$ cat config.mk
export PLATFORM = sky130hd
export DESIGN_NAME = rtc_time_set
export DESIGN_NICKNAME = d
export VERILOG_FILES = /design/src/rtl/rtc_pkg.sv /design/src/rtl/btn_debounce.sv /design/src/rtl/rtc_time_set.sv
export SDC_FILE = /design/constraint.sdc
export NUM_CORES = 1
export LEC_CHECK = 0
export CORE_UTILIZATION = 30
export CTS_CLUSTER_SIZE = 10
export DETAILED_ROUTE_END_ITERATION = 12
export SLEW_MARGIN = 15
export SYNTH_ARGS = -nofsm -noshare
export SYNTH_HDL_FRONTEND = slang
export SYNTH_SLANG_ARGS = --single-unit
$ cat constraint.sdc
create_clock -name clk_i -period 1.99 [get_ports clk_i]
set_input_delay 0.398 -clock clk_i [delete_from_list [all_inputs] [get_ports clk_i]]
set_output_delay 0.398 -clock clk_i [all_outputs]
set_load 0.005 [all_outputs]
$ cat src/rtl/rtc_pkg.sv
// Shared types and helpers for the RTC time-set front panel.
//   set_state_t  : edit FSM state (IDLE, SET_HOUR, SET_MIN, COMMIT)
//   bcd_t        : one BCD digit
//   rtc_time_t   : packed {h10, h1, m10, m1} time value
//   incHoursBcd  : BCD hour increment with 23->00 wrap and invalid->00
//   incMinutesBcd: BCD minute increment with 59->00 wrap and invalid->00
package rtc_pkg;

    typedef enum logic [1:0] {
        ST_IDLE     = 2'd0,
        ST_SET_HOUR = 2'd1,
        ST_SET_MIN  = 2'd2,
        ST_COMMIT   = 2'd3
    } set_state_t;

    typedef logic [3:0] bcd_t;

    typedef struct packed {
        bcd_t h10;
        bcd_t h1;
        bcd_t m10;
        bcd_t m1;
    } rtc_time_t;

    localparam logic [7:0] HOUR_MAX_BCD = 8'h23;
    localparam logic [7:0] MIN_MAX_BCD  = 8'h59;

    // With a legal units digit, a plain binary compare against 8'h23 also
    // rejects any tens digit above 2, so it doubles as the range check.
    function automatic logic [7:0] incHoursBcd(input logic [7:0] hours);
        logic [7:0] result;
        logic       valid;
        valid = (hours[3:0] <= 4'd9) && (hours <= HOUR_MAX_BCD);
        if (!valid || (hours == HOUR_MAX_BCD)) begin
            result = 8'h00;
        end else if (hours[3:0] == 4'd9) begin
            result = {hours[7:4] + 4'd1, 4'd0};
        end else begin
            result = {hours[7:4], hours[3:0] + 4'd1};
        end
        return result;
    endfunction

    function automatic logic [7:0] incMinutesBcd(input logic [7:0] minutes);
        logic [7:0] result;
        logic       valid;
        valid = (minutes[3:0] <= 4'd9) && (minutes <= MIN_MAX_BCD);
        if (!valid || (minutes == MIN_MAX_BCD)) begin
            result = 8'h00;
        end else if (minutes[3:0] == 4'd9) begin
            result = {minutes[7:4] + 4'd1, 4'd0};
        end else begin
            result = {minutes[7:4], minutes[3:0] + 4'd1};
        end
        return result;
    endfunction

endpackage

$ cat src/rtl/btn_debounce.sv
// Push-button conditioner: 2-FF synchroniser, counting debouncer and a
// one-cycle press pulse on each debounced rising edge.
//   clk_i   : system clock
//   rst_i   : synchronous active-high reset
//   btn_i   : raw asynchronous button, active-high
//   level_o : debounced button level
//   press_o : 1-cycle pulse per debounced 0->1 transition
// Latency from a clean raw rise to press_o is 2 + DEB_CYC cycles.
module btn_debounce #(
    parameter int DEB_CYC = 1
) (
    input  logic clk_i,
    input  logic rst_i,
    input  logic btn_i,
    output logic level_o,
    output logic press_o
);

    localparam int CNT_W = (DEB_CYC < 2) ? 1 : $clog2(DEB_CYC);

    logic             r_sync1;
    logic             r_sync2;
    logic             r_level;
    logic             r_press;
    logic [CNT_W-1:0] r_cnt;

    // The level only follows the synced input after DEB_CYC consecutive
    // disagreeing samples; a single agreeing sample restarts the count.
    always_ff @(posedge clk_i) begin
        if (rst_i) begin
            r_sync1 <= 1'b0;
            r_sync2 <= 1'b0;
            r_level <= 1'b0;
            r_press <= 1'b0;
            r_cnt   <= '0;
        end else begin
            r_sync1 <= btn_i;
            r_sync2 <= r_sync1;
            r_press <= 1'b0;
            if (r_sync2 == r_level) begin
                r_cnt <= '0;
            end else if (r_cnt == CNT_W'(DEB_CYC - 1)) begin
                r_cnt   <= '0;
                r_level <= r_sync2;
                r_press <= r_sync2;
            end else begin
                r_cnt <= r_cnt + 1'b1;
            end
        end
    end

    assign level_o = r_level;
    assign press_o = r_press;

endmodule

$ cat src/rtl/rtc_time_set.sv
// RTC front-panel time setter. Two raw buttons (mode, inc) walk an edit
// FSM IDLE -> SET_HOUR -> SET_MIN -> COMMIT -> IDLE over a BCD shadow copy
// of the current time; COMMIT issues a one-cycle load strobe to the RTC.
//   clk_i         : system clock (shared with RTC counters)
//   rst_i         : synchronous active-high reset
//   btn_mode_i    : raw mode button
//   btn_inc_i     : raw increment button
//   time_i        : current RTC time {h10,h1,m10,m1}
//   set_time_o    : edited time (shadow register)
//   set_load_o    : 1-cycle load strobe
//   editing_o     : high in SET_HOUR / SET_MIN
//   digit_blank_o : per-digit blank [3]=h10 [2]=h1 [1]=m10 [0]=m1
// Optional macro RTC_SET_TIMEOUT_EN adds parameter TIMEOUT_S: an edit with
// no button activity for TIMEOUT_S seconds is abandoned without a load.
module rtc_time_set
    import rtc_pkg::*;
#(
    parameter int CLK_HZ      = 10000000,
    parameter int DEBOUNCE_MS = 20,
    parameter int BLINK_HZ    = 2
`ifdef RTC_SET_TIMEOUT_EN
    , parameter int TIMEOUT_S = 10
`endif
) (
    input  logic        clk_i,
    input  logic        rst_i,
    input  logic        btn_mode_i,
    input  logic        btn_inc_i,
    input  logic [15:0] time_i,
    output logic [15:0] set_time_o,
    output logic        set_load_o,
    output logic        editing_o,
    output logic [3:0]  digit_blank_o
);

    localparam int DEB_RAW    = (CLK_HZ / 1000) * DEBOUNCE_MS;
    localparam int DEB_CYC    = (DEB_RAW < 1) ? 1 : DEB_RAW;
    localparam int BLINK_RAW  = CLK_HZ / (2 * BLINK_HZ);
    localparam int BLINK_HALF = (BLINK_RAW < 1) ? 1 : BLINK_RAW;
    localparam int BLINK_W    = (BLINK_HALF < 2) ? 1 : $clog2(BLINK_HALF);

    set_state_t         r_state;
    set_state_t         w_nextState;
    rtc_time_t          r_shadow;
    logic               r_editing;
    logic [BLINK_W-1:0] r_blinkCnt;
    logic               r_blinkPhase;
    logic               w_modePress;
    logic               w_incPress;
    logic               w_modeLevel;
    logic               w_incLevel;
    logic               w_unusedLevels;
    logic               w_inEdit;
    logic               w_nextInEdit;
    logic               w_editEntry;
    logic               w_incAccepted;
    logic               w_setLoad;
    logic [3:0]         w_blank;

    btn_debounce #(.DEB_CYC(DEB_CYC)) u_modeDeb (
        .clk_i   (clk_i),
        .rst_i   (rst_i),
        .btn_i   (btn_mode_i),
        .level_o (w_modeLevel),
        .press_o (w_modePress)
    );

    btn_debounce #(.DEB_CYC(DEB_CYC)) u_incDeb (
        .clk_i   (clk_i),
        .rst_i   (rst_i),
        .btn_i   (btn_inc_i),
        .level_o (w_incLevel),
        .press_o (w_incPress)
    );

    // Only the press pulses drive this block; the levels stay available on
    // the debouncer for other users.
    assign w_unusedLevels = w_modeLevel ^ w_incLevel;

    assign w_inEdit      = (r_state == ST_SET_HOUR) || (r_state == ST_SET_MIN);
    assign w_nextInEdit  = (w_nextState == ST_SET_HOUR) || (w_nextState == ST_SET_MIN);
    assign w_editEntry   = w_nextInEdit && (w_nextState != r_state);
    // Mode wins over a coincident increment.
    assign w_incAccepted = w_incPress && !w_modePress && w_inEdit;

`ifdef RTC_SET_TIMEOUT_EN
    localparam int unsigned TIMEOUT_CYC = TIMEOUT_S * CLK_HZ;

    logic [31:0] r_toCnt;
    logic        w_timeout;

    assign w_timeout = w_inEdit && !w_modePress && !w_incPress &&
                       (r_toCnt == 32'(TIMEOUT_CYC - 1));

    // Inactivity counter, restarted by any pulse and by any state change.
    always_ff @(posedge clk_i) begin
        if (rst_i) begin
            r_toCnt <= '0;
        end else if (!w_inEdit || w_modePress || w_incPress || (w_nextState != r_state)) begin
            r_toCnt <= '0;
        end else begin
            r_toCnt <= r_toCnt + 32'd1;
        end
    end
`endif

    always_ff @(posedge clk_i) begin
        if (rst_i) begin
            r_state   <= ST_IDLE;
            r_editing <= 1'b0;
        end else begin
            r_state   <= w_nextState;
            r_editing <= w_nextInEdit;
        end
    end

    // Next state plus the outputs decoded from the registered state.
    always_comb begin
        w_nextState = r_state;
        w_setLoad   = 1'b0;
        w_blank     = 4'b0000;
        case (r_state)
            ST_IDLE: begin
                if (w_modePress) begin
                    w_nextState = ST_SET_HOUR;
                end
            end
            ST_SET_HOUR: begin
                if (w_modePress) begin
                    w_nextState = ST_SET_MIN;
                end
`ifdef RTC_SET_TIMEOUT_EN
                else if (w_timeout) begin
                    w_nextState = ST_IDLE;
                end
`endif
                if (r_blinkPhase) begin
                    w_blank = 4'b1100;
                end
            end
            ST_SET_MIN: begin
                if (w_modePress) begin
                    w_nextState = ST_COMMIT;
                end
`ifdef RTC_SET_TIMEOUT_EN
                else if (w_timeout) begin
                    w_nextState = ST_IDLE;
                end
`endif
                if (r_blinkPhase) begin
                    w_blank = 4'b0011;
                end
            end
            ST_COMMIT: begin
                w_nextState = ST_IDLE;
                w_setLoad   = 1'b1;
            end
            default: begin
                w_nextState = ST_IDLE;
            end
        endcase
    end

    // Shadow time: captured on entering an edit, then bumped per field.
    always_ff @(posedge clk_i) begin
        if (rst_i) begin
            r_shadow <= '0;
        end else if ((r_state == ST_IDLE) && w_modePress) begin
            r_shadow <= time_i;
        end else if (w_incAccepted) begin
            if (r_state == ST_SET_HOUR) begin
                {r_shadow.h10, r_shadow.h1} <= incHoursBcd({r_shadow.h10, r_shadow.h1});
            end else begin
                {r_shadow.m10, r_shadow.m1} <= incMinutesBcd({r_shadow.m10, r_shadow.m1});
            end
        end
    end

    // Blink timer restarts visible on field entry and after every increment
    // so the user always sees the value they just changed.
    always_ff @(posedge clk_i) begin
        if (rst_i) begin
            r_blinkCnt   <= '0;
            r_blinkPhase <= 1'b0;
        end else if (w_editEntry || w_incAccepted || !w_inEdit) begin
            r_blinkCnt   <= '0;
            r_blinkPhase <= 1'b0;
        end else if (r_blinkCnt == BLINK_W'(BLINK_HALF - 1)) begin
            r_blinkCnt   <= '0;
            r_blinkPhase <= ~r_blinkPhase;
        end else begin
            r_blinkCnt <= r_blinkCnt + 1'b1;
        end
    end

    assign set_time_o    = r_shadow;
    assign set_load_o    = w_setLoad;
    assign editing_o     = r_editing;
    assign digit_blank_o = w_blank;

endmodule

---- Yosys cells after proc, flatten, opt, wreduce, memory -nomap -nowiden ----
Cells that the tools add are included.
storage, ports and cells
  memory bits (writable) .................. 0
  output and inout bits ................... 22
  memories kept ........................... 0
  memory bits (read-only) ................. 0
  bits in latches ......................... 0
  bits in registers ....................... 86
cells by class
  add/sub/neg operators ................... 7
  bitwise logic cells ..................... 5
  equal/unequal tests ..................... 16
  shift-type cells ........................ 0
  multiply operators ...................... 0
  $lt $le $gt $ge ......................... 4
  reduce and logical (&&, ||, !) cells .... 33
  divide/modulo/power cells ............... 0
  multiplexer cells ....................... 16
operator list
  kind                     count
  $mux W8                  6
  $add A18 B1 Y18 const B  2
  $eq A18 B18 Y1 const B   2
  $mux W16                 2
  $add A22 B1 Y22 const B  1
  $eq A22 B22 Y1 const B   1
  $add A4 B1 Y4 const B    4
  $reduce_or A3 Y1         5
  $eq A4 B4 Y1 const B     2
  $eq A8 B6 Y1 const B     1
  $eq A8 B7 Y1 const B     1
  $le A4 B4 Y1 const B     2
  $le A8 B6 Y1 const B     1
  $le A8 B7 Y1 const B     1
  $mux W2                  4
  $pmux W2 S4              1
  $pmux W4 S2              1
  $reduce_and A2 Y1        4
  $eq A2 B2 Y1 const B     3
  $logic_and A1 B1 Y1      6
  $logic_or A1 B1 Y1       6
  $reduce_and A3 Y1        2
  $reduce_bool A3 Y1       2
  $not A1 Y1               5
  10 further kinds         16

---- Longest topological paths before layout ----
Gate-level depths: netlist of run 1.
  word-level depth ........................ 8
  gate-level depth with buffers ........... 9
  mapped depth without buffers ............ 6

---- Modules after synthesis ----
Synthesis of run 1 repeated with hierarchy kept, for this count alone.
second synthesis, totals
  cells, all modules ...................... 503
  area, all modules ....................... 4511.8 um^2
by module, submodules not included
  module        sequential area each (um^2)  instances  area an instance (um^2)  cells an instance
  rtc_time_set  840.8                        1          2504.9                   287
  btn_debounce  440.4                        2          1003.5                   108

---- Worst setup path before layout of run 1 ----
OpenSTA, ideal clock, no wires.
  kind .................................... register -> register
  from .................................... register r_blinkCnt[0]
  to ...................................... register r_blinkCnt[16]
  path slack .............................. 0.063 ns
  required time ........................... 1.904 ns
  buffers on the path ..................... 0
  cell stages (with the launch flop) ...... 6
  arrival ................................. 1.841 ns
  cell sequence ........................... dfxtp_1 > ha_1 > nand4_1 > or4_1 > or3_1 > a211oi_1
between the ends
  longest elaborated chain between the ends .. 2
  elaborated cells on any way between the ends .. 3
  classes of those cells .................. add/sub: 1; eq/ne: 1; reduce/logical: 1
ends and longest elaborated chain
  item                                                     line                 source
  from (decl)                                              rtc_time_set.sv:46   logic [BLINK_W-1:0] r_blinkCnt;
  from (signal assigned)                                   rtc_time_set.sv:192  r_blinkCnt <= r_blinkCnt + 1'b1;
  branches (longest 2 deep; another with $add A22 B1 Y22)  n/a
Parallel ways; which one is timed is not known.
A chain may end at the register's enable or synchronous reset.

---- Worst setup path after layout of run 1 ----
  from .................................... register r_state[0]
  to ...................................... output set_load_o
between the ends
  longest elaborated chain between the ends .. 2
ends and longest elaborated chain
  item                    line                 source
  from (decl)             rtc_time_set.sv:42   set_state_t r_state;
  from (signal assigned)  rtc_time_set.sv:112  r_state <= w_nextState;
  $eq A2 B2 Y1            rtc_time_set.sv:122  case (r_state)
  $mux W1                 rtc_time_set.sv:122
  to (decl)               rtc_time_set.sv:31   output logic set_load_o,
Every way passes these cells.

==> results of run 1 <==
## state kept, by name, summed over array words and instances, names as in the netlist
name,count
u_incDeb.r_cnt,18
r_state,2
editing_o,1
r_blinkPhase,1
set_time_o,16
u_modeDeb.press_o,1
u_incDeb.level_o,1
u_modeDeb.r_sync2,1
u_incDeb.r_sync1,1
u_modeDeb.r_cnt,18
u_incDeb.r_sync2,1
u_incDeb.press_o,1
r_blinkCnt,22
u_modeDeb.level_o,1
u_modeDeb.r_sync1,1
## per-layer routing
metal / wire length [µm] / vias to the layer above / global-route usage [%]
met5: 0 / - / 0
met4: 141 / 0 / 5.941
met3: 305 / 12 / 2.162
met2: 4664 / 57 / 23.21
met1: 4567 / 1809 / 17.59
li1: - / 1958 / -
## placed cells by master (no fill, tap or decap), drive strengths merged, types with 8 or more instances in the layout
cell type / netlist / final
dfxtp: 86 / 86
nor2: 41 / 41
nand2: 39 / 39
clkdlybuf4s50: 0 / 37
a21oi: 33 / 33
buf: 10 / 32
o21ai: 27 / 27
nor3: 26 / 26
nand3: 23 / 23
xor2: 21 / 21
or3: 19 / 19
inv: 15 / 19
xnor2: 16 / 16
nand4: 16 / 16
a211oi: 14 / 14
ha: 12 / 12
clkbuf: 16 / 9
nor2b: 8 / 8
and3: 8 / 8
and2: 8 / 8
## worst max-delay path: cells and delay by family (launching register included)
kind | cells | cell delay, ns
fa+ha+maj | 1 | 0.19
buf+inv | 2 | 0.65
flops | 1 | 0.34
## area by class of cell
class / count / area (µm²)
Sequential cell: 86 / 1727
Multi-Input combinational cell: 379 / 2417
Fill cell: 1383 / 8466
Clock inverter: 7 / 77.57
Tap cell: 180 / 225.2
Clock buffer: 9 / 225.2
Inverter: 15 / 56.30
Timing Repair Buffer: 73 / 686.9
## cells by family (layout without fill, tap and decap cells)
logic type                 Yosys count  after routing  synth area share (%)
AOI/OAI and AO/OA                  103            103                 15.10
buffers and inverters               41            104                 4.309
xor gates and xnor gates            37             37                 7.593
and+or+nand+nor                    227            227                 29.14
DFF                                 86             86                 40.34
adders and majority gates           12             12                 3.518
## power breakdown
group	leakage, nW	internal (mW)	total, mW	switching [mW]
clock	0.153	0.991	1.73	0.738
combinational	0.898	0.0468	0.0754	0.0286
sequential	0.695	1.73	1.73	0.00265
## timing repair
action / 4_1_cts / 5_1_grt
pin swaps: 0 / 0
setup buffers: 0 / 0
setup endpoints to repair: 4 / 7
gates resized for setup: 17 / 5
## final timing paths
path	from	end	slack [ns]	cells past startpoint
min reg2reg	u_incDeb.r_cnt[0]$_SDFF_PP0_	u_incDeb.r_cnt[0]$_SDFF_PP0_	0.44	1
max reg2reg	r_blinkCnt[0]$_SDFF_PP0_	r_blinkCnt[16]$_SDFF_PP0_	0.12	5
max	r_state[0]$_SDFF_PP0_	set_load_o	0.07	3
min	u_incDeb.r_cnt[0]$_SDFF_PP0_	u_incDeb.r_cnt[0]$_SDFF_PP0_	0.44	1
==> flow_summary.yaml, run 1 <==
outcome:
  status: "complete, no violations"
logic_synthesis:
  post_synth_instance_area_um2: 4268
  synthCells: 506
  synth_top_cells_by_count: "dfxtp_1 (86), nor2_1 (41), nand2_1 (39), a21oi_1 (33), nor3_1 (26)"
  synth.top_cells.by_area: "dfxtp_1 (40%), xor2_1 (4.3%), a21oi_1 (3.9%)"
  ys_ff_latch: 86
  synth_warn: 0
  async_flop_share_pct: 0
  number_of_distinct_library_cell_variants_in_the_gate_level_netlist_after_synthesis: 53
  syn-mean-instance-area_um2: 8.434
  syn_nets: 538
  yosys.cell_count.top_type: "dfxtp_1"
  synth_edf_count: 0
  synth-main-ff-cell: "dfxtp_1"
  synth-seq-area-share_pct: 40.34
  synth_top_area_cell: "dfxtp_1"
  synth_top_cell_area_share_pct: 40.34
critical_path:
  cp_cell_sequence: "buf_4 -> ha_2 -> clkdlybuf4s50_1"
  critical_path_class: "register to output port"
  critical_path.slowest_cell: "clkdlybuf4s50_1"
  endpoint_kind: "output port"
  worst-path-max-fanout: 7
  worst-endpoint-arrival_ns: 1.52
  worst_path_largest_cell_delay_ns: 0.50
  startpoint_type: "register"
  crit_required_ns: 1.59
timing:
  post_route_minimum_period_ns: 1.920
  final.period_utilization_pct: 96.47
  setup_ws_ns: 0.07025
  top_achievable_clock_speed_mhz: 520.9
  finish_stage_setup_viols: 0
  timing.setup.tns_ns: 0
  max-slew-margin-rel_pct: 70.30
  rsz0062_at_grt: "no"
  final-max-slew-violation-count: 0
  clock_skew_ns: 0.004645
  finalHoldViolCount: 0
  worst_slew_pin_slew_ns: 0.4421
  final.hold.worst_slack_ns: 0.4366
floorplanning:
  top_level_ports: 42
  starting_density_of_the_core_pct: 30.75
  std_cell_rows: 43
  floorplan.die_area_um2: 14710
  placeableCoreArea_um2: 13880
  die_y_um: 121.3
  die_w_um: 121.3
global_route:
  grt_pass1_vias: 3648
  grt.overflow.total: 0
  grtUsageTotal_pct: 13.87
  grt_first_pass_wirelength_mm: 16.38
  pin_count_of_the_biggest_net_entering_global_routing: 24
  number_of_antenna_violations_at_the_first_check_in_global_routing: 0
pwr:
  design_power_total_mw: 3.532
  leakagePower_nw: 1.746
  powerDensity_nw_per_um2: 652.2
  vdd_drop_max_mv: 0.4137
placed_design:
  dp_hpwl_mm: 6.956
  gp_congestion: 0.8295
  placement.io_buffers: 41
  place_worst_setup_slack_ns: 0.001693
  dpl-instance-area_um2: 5054
  dp.cells: 733
hold_path:
  hold_class: "register to register"
cells_and_area:
  layoutNonFillerInstCount: 749
  layout-drive-gt1-share_pct: 11.95
  finalNetCount: 596
  insertedDiodeCount: 0
  utilization_pct: 39.01
  syn_to_final_growth_pct: 26.88
  finalInstanceArea_um2: 5415
clock_network:
  clock_insertion_delay_worst_skew_ns: 0.34
  cts.reportedPaths.clkPinSlew_ns: 0.07
  cts.path.max_buffers: 2
  cts-hold-fix-buffers: 0
  clock_sinks: 86
  clock_tree_from_tritoncts: "done"
  cts_root_buf: "clkbuf_16"
  cts-htree-levels: 3
  numCtsBuffers: 9
detailed_routing:
  firstDrtPassIters: 4
  detailed_route_iter0_violations: 274
  final_antenna_net_count: 0
  ratio_of_routed_vias_to_standard_cells: 5.121
  routedWlPerCell_um: 12.92
  detail_route.wirelength_mm: 9.678
  dr_total_vias: 3836
  drt_drc_violations_left: 0
flow_run:
  cap_violations: 0
Note: power is estimated with default switching activity, not from simulation.
==> run 2: changes to the inputs <==
--- a/config.mk
+++ b/config.mk
@@ -5,9 +5,11 @@
 export SDC_FILE = /design/constraint.sdc
 export NUM_CORES = 1
 export LEC_CHECK = 0
+export CORE_MARGIN = 2
 export CORE_UTILIZATION = 30
 export CTS_CLUSTER_SIZE = 10
 export DETAILED_ROUTE_END_ITERATION = 12
+export SKIP_LAST_GASP = 1
 export SLEW_MARGIN = 15
 export SYNTH_ARGS = -nofsm -noshare
 export SYNTH_HDL_FRONTEND = slang
==> flow_summary.yaml, run 2 (same netlist as run 1, synthesis figures left out) <==
outcome:
  status: "complete, no violations"
timing:
  worst_slew_pin_slew_ns: 0.6412
  rsz0062_at_grt: "no"
  top_achievable_clock_speed_mhz: 528.9
  final.period_utilization_pct: 95.00
  final-max-slew-violation-count: 0
  max-slew-margin-rel_pct: 56.65
  clock_skew_ns: 0.008622
  post_route_minimum_period_ns: 1.891
  finalHoldViolCount: 0
  finish_stage_setup_viols: 0
  timing.setup.tns_ns: 0
cells_and_area:
  insertedDiodeCount: 0
  finalNetCount: 595
  multi_input_area_um2: 2415
  largest_registers_ranked_by_flip_flop_count: "r_blinkCnt: 22 flops, u_incDeb.r_cnt: 18 flops, u_modeDeb.r_cnt: 18 flops"
  n_fill_cell: 1386
  seq_area_um2: 1724
  layoutNonFillerInstCount: 748
  layout-drive-gt1-share_pct: 11.09
  syn_to_final_growth_pct: 27.15
  largest_register: "r_blinkCnt"
  largest_reg_flops: 22
  most_frequent_cells_in_the_layout: "dfxtp_1 (84), nor2_1 (41), nand2_1 (39), clkdlybuf4s50_1 (37), a21oi_1 (33)"
  most_common_cell_after_layout_fill_and_taps_aside: "dfxtp_1"
clock_network:
  cts-htree-levels: 3
  clock_tree_from_tritoncts: "done"
  clock_sinks: 86
  cts.repair_timing.setup_buffer_count: 0
  cts.reportedPaths.clkPinSlew_ns: 0.06
  clock_insertion_delay_worst_skew_ns: 0.34
  cts_root_buf: "clkbuf_16"
  numCtsBuffers: 9
  cts.path.max_buffers: 2
critical_path:
  worst-path-max-fanout: 7
  r2r_setup_slack_ns: 0.12
  endpoint_kind: "output port"
  crit_required_ns: 1.59
  startpoint_type: "register"
  worst_reg2reg_startpoint: "r_blinkCnt[0]$_SDFF_PP0_"
  worst-endpoint-arrival_ns: 1.49
  critical_path_class: "register to output port"
  crit-reg2reg-capture: "r_blinkCnt[18]$_SDFF_PP0_"
  reg2reg_depth: 5
placed_design:
  gp_congestion: 0.7878
  dp_hpwl_mm: 6.891
  placement.io_buffers: 41
  dp.cells: 732
detailed_routing:
  routedWlPerCell_um: 12.74
  final_antenna_net_count: 0
  detail_route.wirelength_mm: 9.526
  ratio_of_routed_vias_to_standard_cells: 5.052
  firstDrtPassIters: 4
  dr_total_vias: 3779
  drt_drc_violations_left: 0
  detailed_route_iter0_violations: 232
global_route:
  grt.overflow.total: 0
  pin_count_of_the_biggest_net_entering_global_routing: 24
  number_of_antenna_violations_at_the_first_check_in_global_routing: 0
  grtUsageTotal_pct: 13.31
  grt_first_pass_wirelength_mm: 16.22
  grt_pass1_vias: 3493
floorplanning:
  starting_density_of_the_core_pct: 30.75
  std_cell_rows: 43
  die_w_um: 123.3
  placeableCoreArea_um2: 13880
  floorplan.die_area_um2: 15200
  die_y_um: 123.3
  top_level_ports: 42
hold_path:
  hold_class: "register to register"
  hold_path_depth: 1
  holdCritStartpoint: "u_modeDeb.r_sync1$_SDFF_PP0_"
  min_to: "u_modeDeb.r_sync2$_SDFF_PP0_"
pwr:
  design_power_total_mw: 3.534
  p_int_mw: 2.818
  leakagePower_nw: 1.743
  vdd_drop_max_mv: 0.3798
  sw_ratio_pct: 20.26
  switchingPower_mw: 0.7158
  clock_power_share_pct: 49.0
  powerDensity_nw_per_um2: 651.3
  power.sequential.fraction_pct: 48.9
  pwr-share-comb_pct: 2.1
flow_run:
  cap_violations: 0
## run 2: cell types whose count changed in the layout (fill, tap and decap cells not counted), sizes merged
cell | before | now
inv | 19 | 15
clkbuf | 9 | 12
buf | 32 | 31
clkinvlp | 0 | 1
## run 2: what timing repair did
action,4_1_cts,5_1_grt
gates resized for setup,18,2
hold buffers,0,0
hold endpoints to repair,0,0
pin swaps,1,0
endpoints found under the setup margin,4,5
## run 2: layout make-up
class                   instances  share of cell area (%)
inverters                      15                   1.084
clock buffers                  12                   4.727
clock inverters                 4                   1.015
repair buffers                 72                   12.75
flip-flops and latches         86                   31.77
multi-input cells             379                   44.50
well taps                     180                   4.150
## run 2: layer usage
metal / GRT usage (%) / vias to the layer above / part of all wire, %
met2: 21.57 / 63 / 46
met4: 5.114 / 0 / 1.5
met3: 3.552 / 10 / 3.9
met1: 16.88 / 1764 / 48
li1: - / 1942 / -
met5: 0 / - / 0
## run 2: power by group through the flow
stage	combinational, mW	sequential (mW)	clock [mW]
after floorplan	0.0226	1.77	0
after global placement	0.0752	1.77	0
after detailed placement	0.0754	1.77	0
after CTS	0.0760	1.73	1.80
after global routing	0.0802	1.73	1.87
final	0.0749	1.73	1.73
## run 2: how the worst max path moves through the flow
stage / from / to / slack (ns)
after floorplan: r_blinkCnt[0]$_SDFF_PP0_ / r_blinkCnt[16]$_SDFF_PP0_ / 0.06
after global placement: r_state[0]$_SDFF_PP0_ / digit_blank_o[2] / 0.08
after detailed placement: r_state[0]$_SDFF_PP0_ / digit_blank_o[3] / 0.05
after CTS: r_blinkCnt[5]$_SDFF_PP0_ / r_blinkCnt[21]$_SDFF_PP0_ / 0.06
after global routing: r_state[1]$_SDFF_PP0_ / r_blinkCnt[21]$_SDFF_PP0_ / 0.001
final: r_state[1]$_SDFF_PP0_ / set_load_o / 0.1
## run 2: metrics by stage
stage / instance area (µm²) / hold slack (ns) / utilization, % / setup WS (ns)
6_report: 5426 / 0.4364 / 39.09 / 0.09945
3_3_place_gp: 5059 / 0.4197 / 36.44 / 0.07957
4_1_cts: 5419 / 0.4445 / 39.04 / 0.05969
3_5_place_dp: 5059 / 0.4297 / 36.44 / 0.05378
5_1_grt: 5426 / 0.4539 / 39.09 / 0.001007
2_1_floorplan: 4268 / 0.4129 / - / 0.06338
## run 2: critical path: stages (launching register included)
cell             delay (ns)
dfxtp_2                0.34
buf_6                  0.12
ha_1                   0.17
clkdlybuf4s50_1        0.51
